`config.mk`:
```
export PLATFORM = sky130hd
export DESIGN_NAME = bram_access_ctrl
export DESIGN_NICKNAME = d
export VERILOG_FILES = /design/src/rtl/bram_access_ctrl.sv
export SDC_FILE = /design/constraint.sdc
export NUM_CORES = 1
export LEC_CHECK = 0
export BUFFER_PORTS_ARGS = -buffer_cell sky130_fd_sc_hd__buf_2
export CORE_ASPECT_RATIO = 1.1
export CORE_MARGIN = 5
export CORE_UTILIZATION = 45
export CTS_CLUSTER_DIAMETER = 120
export DETAILED_ROUTE_END_ITERATION = 8
export PLACE_DENSITY = 0.72
export RECOVER_POWER = 25
export SLEW_MARGIN = 20
export SYNTH_ARGS = -nofsm -noshare
export SYNTH_HDL_FRONTEND = slang
export SYNTH_SLANG_ARGS = --single-unit
export TNS_END_PERCENT = 100
```
`constraint.sdc`:
```
create_clock -name clk -period 8.8 [get_ports clk]
set_input_delay 1.76 -clock clk [delete_from_list [all_inputs] [get_ports clk]]
set_output_delay 1.76 -clock clk [all_outputs]
set_load 0.02 [all_outputs]
```
`src/rtl/bram_access_ctrl.sv`:
```
// Port-A requester for a byte-enabled BRAM with a 1-cycle registered read.
// Splits byte/half/word accesses into word accesses, taking a second RAM cycle when an access crosses a word boundary.
module bram_access_ctrl #(
  parameter int ADDRESS_BITWIDTH = 16
) (
  input  logic                          clk,
  input  logic                          rst,
  input  logic                          req_valid,
  output logic                          req_ready,
  input  logic                          req_write,
  input  logic [1:0]                    req_size,
  input  logic                          req_signed,
  input  logic [ADDRESS_BITWIDTH+1:0]   req_address,
  input  logic [31:0]                   req_data,
  output logic                          rsp_valid,
  output logic [31:0]                   rsp_data,
  output logic [3:0]                    ram_write_enable,
  output logic [ADDRESS_BITWIDTH-1:0]   ram_address,
  output logic [31:0]                   ram_data_in,
  input  logic [31:0]                   ram_data_out
);
  localparam int AW = ADDRESS_BITWIDTH;

  typedef enum logic [2:0] {IDLE, WR2, RD1, RD2, RSP} state_t;
  state_t state, state_nxt;

  logic [AW+1:0] addr_q;
  logic [1:0]    size_q;
  logic          signed_q;
  logic [31:0]   data_q;
  logic [31:0]   lo_q;

  // Request fields come straight from the port while accepting, else from the captured copy.
  logic          accepting;
  logic          accept;
  logic [AW+1:0] src_addr;
  logic [1:0]    src_size;
  logic [31:0]   src_data;
  logic [1:0]    off;
  logic [AW-1:0] w, w1;
  logic [3:0]    bmask;
  logic [7:0]    m;
  logic [63:0]   d;
  logic          span;

  assign accepting = (state == IDLE) || (state == RSP);
  assign accept    = accepting && req_valid && !rst;
  assign src_addr  = accepting ? req_address : addr_q;
  assign src_size  = accepting ? req_size    : size_q;
  assign src_data  = accepting ? req_data    : data_q;
  assign off       = src_addr[1:0];
  assign w         = src_addr[AW+1:2];
  assign w1        = w + 1'b1;
  assign bmask     = (src_size == 2'b00) ? 4'b0001 :
                     (src_size == 2'b01) ? 4'b0011 : 4'b1111;
  assign m         = {4'b0000, bmask} << off;
  assign d         = {32'b0, src_data} << {off, 3'b000};
  assign span      = |m[7:4];

  always_comb begin
    state_nxt        = state;
    req_ready        = 1'b0;
    ram_write_enable = 4'b0000;
    ram_address      = w;
    ram_data_in      = d[31:0];
    case (state)
      IDLE, RSP: begin
        req_ready = !rst;
        state_nxt = IDLE;
        if (accept) begin
          if (req_write) begin
            ram_write_enable = m[3:0];
            state_nxt        = span ? WR2 : IDLE;
          end else begin
            state_nxt = RD1;
          end
        end
      end
      WR2: begin
        ram_address      = w1;
        ram_data_in      = d[63:32];
        ram_write_enable = rst ? 4'b0000 : m[7:4];
        state_nxt        = IDLE;
      end
      RD1: begin
        ram_address = span ? w1 : w;
        state_nxt   = span ? RD2 : RSP;
      end
      RD2: begin
        ram_address = w1;
        state_nxt   = RSP;
      end
      default: state_nxt = IDLE;
    endcase
    if (rst) state_nxt = IDLE;
  end

  assign rsp_valid = (state == RSP) && !rst;

  // Load extract: the low word arrives in RD1, the high word (span only) in RD2.
  logic [31:0] ld_lo, ld_hi, ld_sh, ld_ext;
  assign ld_lo = (state == RD2) ? lo_q : ram_data_out;
  assign ld_hi = (state == RD2) ? ram_data_out : 32'b0;
  assign ld_sh = 32'({ld_hi, ld_lo} >> {addr_q[1:0], 3'b000});

  always_comb begin
    case (size_q)
      2'b00:   ld_ext = {{24{signed_q & ld_sh[7]}},  ld_sh[7:0]};
      2'b01:   ld_ext = {{16{signed_q & ld_sh[15]}}, ld_sh[15:0]};
      default: ld_ext = ld_sh;
    endcase
  end

  always_ff @(posedge clk) begin
    if (rst) begin
      state    <= IDLE;
      rsp_data <= 32'b0;
    end else begin
      state <= state_nxt;
      if (accept) begin
        addr_q   <= req_address;
        size_q   <= req_size;
        signed_q <= req_signed;
        data_q   <= req_data;
      end
      if (state == RD1) lo_q <= ram_data_out;
      if ((state == RD1 && !span) || state == RD2) rsp_data <= ld_ext;
    end
  end
endmodule
```
Word-level counts from Yosys, hierarchy flattened
Cells that the tools add are included.
{"block": "word_totals", "out_inout_bits": 86, "regBits": 120}
{"block": "classes", "n_shift": 3, "n_reduce_logical": 16, "muxes": 21, "addsub": 1, "n_bitwise": 3, "n_eq_ne": 6}
{"op": "32-bit two-way mux", "n": 4}
{"op": "32-bit one-hot mux with 2 select lines", "n": 1}
{"op": "32-bit by 5-bit left shift with 64-bit output", "n": 1}
{"op": "64-bit by 5-bit right shift with 32-bit output", "n": 1}
{"op": "16-bit one-hot mux with 2 select lines", "n": 1}
{"op": "4-bit two-way mux", "n": 5}
{"op": "18-bit two-way mux", "n": 1}
{"op": "16-bit by 1-bit adder with 16-bit output (second input constant)", "n": 1}
{"op": "16-bit two-way mux", "n": 1}
{"op": "3-bit one-hot mux with 3 select lines", "n": 1}
{"op": "4-bit one-hot mux with 2 select lines", "n": 1}
{"op": "4-bit by 2-bit left shift with 8-bit output", "n": 1}
{"op": "3-bit by 2-bit equality test with 1-bit output (second input constant)", "n": 2}
{"op": "2-bit two-way mux", "n": 3}
{"op": "2-bit by 1-bit equality test with 1-bit output (second input constant)", "n": 2}
{"op": "1-bit logical AND", "n": 4}
{"op": "2-bit zero test", "n": 2}
{"op": "2-bit AND reduction", "n": 2}
{"op": "2-bit OR reduction", "n": 2}
{"op": "4-bit OR reduction", "n": 1}
{"op": "3-bit by 1-bit equality test with 1-bit output (second input constant)", "n": 1}
{"op": "3-bit equality test (second input constant)", "n": 1}
{"op": "3-bit zero test", "n": 1}
{"op": "3-bit two-way mux", "n": 1}
{"op": "other kinds (5)", "n": 9}

Logic depth before layout (Yosys ltp)
{"block": "depth", "depth_word": 12, "mapped_depth": 12, "mapped_depth_nobuf": 7}

Worst setup path after synthesis
Ideal clock, no wire load.
{"block": "synth_timing", "path_type": "input to output", "from": "input rst", "to": "output ram_write_enable[1]", "slack_ns": 3.018, "path_buffers": 0, "stages": 5, "arrival_time_ns": 4.022, "required_time_ns": 7.040, "path_cell_list": "inv_1 and3_1 and2_1 a21oi_1 o21ai_0"}
{"block": "synth_between", "elab_chain_cells": 4, "word_cells_on_any_way": 5, "cone_classes": "mux (3); reduce/logical (2)"}
{"item": "start, declared", "line_no": "7", "text": "input logic rst,"}
{"item": "1-bit zero test", "line_no": "47", "text": "assign accept = accepting && req_valid && !rst;"}
{"item": "1-bit logical AND", "line_no": "47"}
{"item": "4-bit two-way mux", "line_no": "70", "text": "if (accept) begin"}
{"item": "4-bit one-hot mux with 2 select lines (*)", "line_no": "66", "text": "case (state)"}
{"item": "end, declared", "line_no": "17", "text": "output logic [3:0] ram_write_enable,"}
Mark *: on every way between the ends. The rest lies on a longest branch, timed or not.

Worst setup path in the final report
{"block": "layout_timing", "from": "input req_address[0]", "to": "output ram_address[10]"}
{"block": "layout_between", "elab_chain_cells": 5}
{"item": "start, declared", "line_no": "13", "text": "input logic [ADDRESS_BITWIDTH+1:0] req_address,"}
{"item": "18-bit two-way mux", "line_no": "48", "text": "assign src_addr = accepting ? req_address : addr_q;"}
{"item": "4-bit by 2-bit left shift with 8-bit output", "line_no": "56", "text": "assign m = {4'b0000, bmask} << off;"}
{"item": "4-bit OR reduction", "line_no": "58", "text": "assign span = |m[7:4];"}
{"item": "16-bit two-way mux", "line_no": "86", "text": "ram_address = span ? w1 : w;"}
{"item": "16-bit one-hot mux with 2 select lines", "line_no": "66"}
{"item": "end, declared", "line_no": "18", "text": "output logic [ADDRESS_BITWIDTH-1:0] ram_address,"}
Every way passes these cells.

==> impl_metrics.csv <==
group,metric,value,unit
place,io_buffers,174,
clocking,h-tree-depth,4,
place,dp_hpwl,14500,um
logic_synthesis,async_reset_ff_share,0,%
route,antenna_left,0,
setup_path,path_cells,"buf_2 > nor4_1 > a221oi_4 > o31ai_2 > nor3b_1 > mux2_2 > buf_2",
die,ios,175,
clocking,cts_tree,"yes",
timing,finalSetupViolCount,0,
finish,mostFrequentLayoutCells,"mux2i_1 (129), buf_2 (115), edfxtp_1 (85)",
global_route,grt_pass1_vias,6349,
logic_synthesis,synth_edf_count,85,
timing,rsz0062_at_grt,"no",
setup_path,regToRegSetupSlack,5150,ps
die,dieArea,18900,sq um
route,num_vias,6340,
timing,worst_pin_slew,1010,ps
setup_path,arrival,4110,ps
finish,nets,933,
setup_path,worstSetupStartpointType,"input pin",
clocking,cts_resized,0,
setup_path,critPathRequiredTime,7040,ps
finish,layout-drive-gt1-share,23.0,%
timing,finalCriticalPeriod,5870,ps
logic_synthesis,yosysSeqAreaShare,44.6,%
run_status,outcome,"completed",
finish,area_growth_syn_to_layout,20.9,%
timing,drv_slew,0,
die,die_h,144,um
clocking,cts_buffers,17,
global_route,grt_max_degree,70,
logic_synthesis,ys.warnings.count,0,
setup_path,slowest_stage,"o31ai_2",
setup_path,worstReg2RegStart,"state[1]",
route,drt_pass1_iterations,5,
logic_synthesis,ys_types,61,
pwr,ir_worst_vdd,0.162,mV
die,placementRows,48,
flow_run,max_cap_violations,0,
logic_synthesis,syn-cell-area,7290,sq um
route,dr.first_iter.drc_count,438,
setup_path,criticalPathCategory,"input pin to primary output",
clocking,cts_hold_buf,0,
logic_synthesis,synth_flop_cell,"edfxtp_1",
logic_synthesis,synth-seq-cells,120,
clocking,path_clk_slew,50,ps
setup_path,worst_r2r_endpoint,"rsp_data[20]",
route,wl_per_cell,20.3,um
place,gp_congestion,0.915,
finish,final_common_cell,"mux2i_1",
clocking,insertion_delay,420,ps
worst_hold_path,min_path_type,"flop to flop",
timing,finalHoldViolCount,0,
worst_hold_path,whs_endpoint,"rsp_data[31]",
pwr,leakagePower,0.00345,uW
setup_path,cp_slowest_stage_delay,840,ps
clocking,cts.sinks,120,
worst_hold_path,whs_path_depth,2,
timing,whs,498,ps
setup_path,rr_worst_depth,5,
timing,fin_worst_skew,6.13,ps
logic_synthesis,netlist.area_leader.share,35.0,%
logic_synthesis,syn_nets,786,
timing,period_share,66.7,%
die,core,15800,sq um
place,dp.cells,1024,
die,initial_core_util,46.2,%
setup_path,cp_max_fo,20,
global_route,grt_usage,22.1,%
route,drcViolationCount,0,
worst_hold_path,worstHoldStart,"rsp_data[31]",
clocking,cts-root-buf,"clkbuf_16",
route,drt_wl_total,21500,um
pwr,p_per_area,190,nW/um^2
route,viasPerCell,6.00,
timing,setup_tns,0,ps
setup_path,crit_path_frequent_cell,"buf_2",
die,die_w,131,um
timing,max_freq,170,MHz
timing,relSlewSlack,32.5,%
logic_synthesis,syn_inst,696,
logic_synthesis,yosysTopAreaCell,"edfxtp_1",
clocking,postCtsSetupBuffers,0,
global_route,grt_pass1_wl,33500,um
clocking,clock_path_buffers,2,
global_route,grt_remaining_overflow,0,
logic_synthesis,yosys-top-cells-area,"edfxtp_1 (35%), mux2i_1 (18%), dfxtp_1 (9.6%)",
setup_path,cp-end-kind,"primary output",
finish,fin_cells,1057,
global_route,antenna_found_initial,1,
logic_synthesis,synth.avg_cell_area,10.5,sq um
[stage by stage]
| stage | setup slack (ps) | util [%] | area (sq um) | total power (uW) |
|---|---|---|---|---|
| after floorplan | 3020 | - | 7290 | 854 |
| after global placement | 2940 | 52.4 | 8270 | 957 |
| after detailed placement | 2900 | 52.4 | 8270 | 960 |
| after CTS | 2900 | 56.2 | 8880 | 1680 |
| after global routing | 2660 | 55.8 | 8810 | 1730 |
| final | 2930 | 55.8 | 8820 | 1670 |
[state kept, by name, summed over array words and instances (netlist names)]
register	flops
signed_q	1
lo_q	32
rsp_data	32
state	3
addr_q	18
data_q	32
size_q	2
[cells in the mapped netlist (all sizes together), types with 13 or more instances]
cell type  instances
o21ai             19
mux2i            130
o31ai             13
a21oi             37
dfxtp             35
nand3             26
edfxtp            85
a211oi            31
buf               33
nor2b             13
nor2              64
nand2             57
clkbuf            23
[kinds of logic (layout without fill, tap and decap cells)]
kind of cell	after synthesis	count (layout)	share of synthesized area [%]
simple gates	199	199	13.1
compound gates	162	162	16.2
mux	148	148	21.9
flops	120	120	44.6
buf+inv	62	222	3.69
xor+xnor	4	4	0.480
fa+ha+maj	1	1	0.171
other cells	0	1	0
[area by class of cell]
| cell class | instances | area (sq um) |
|---|---|---|
| Sequential cell | 120 | 3250 |
| Multi-Input combinational cell | 514 | 3810 |
| Antenna cell | 1 | 2.50 |
| Fill cell | 1394 | 6980 |
| Clock buffer | 17 | 425 |
| Inverter | 6 | 22.5 |
| Clock inverter | 15 | 184 |
| Timing Repair Buffer | 184 | 872 |
| Tap cell | 200 | 250 |
[routing by layer]
metal	up-vias	part of all wire, %	track usage, %
li1	2966	-	-
met1	3018	41	27.9
met5	-	0.033	0
met3	37	8.8	6.51
met2	317	48	36.1
met4	2	2.2	8.45
[report_power, final]
part | internal, uW | total [uW] | switching [uW]
Sequential | 629 | 643 | 13.9
Clock | 468 | 723 | 255
Combinational | 112 | 306 | 194
Total | 1210 | 1670 | 463
[critical path, delay by kind of cell]
kind | cells | cell delay (ps)
AOI/OAI and AO/OA | 2 | 970
buffers and inverters | 2 | 390
muxes | 1 | 300
and+or+nand+nor | 2 | 690
[worst max-delay path by stage]
stage / start / to / cells past startpoint
floorplan: rst / ram_write_enable[1] / 5
global placement: req_address[0] / ram_address[10] / 7
detailed placement: req_address[0] / ram_address[10] / 7
CTS: req_address[0] / ram_address[10] / 7
global route: req_address[0] / ram_address[3] / 7
finish: req_address[0] / ram_address[10] / 7
No activity file was read; power rests on OpenSTA's default activity.
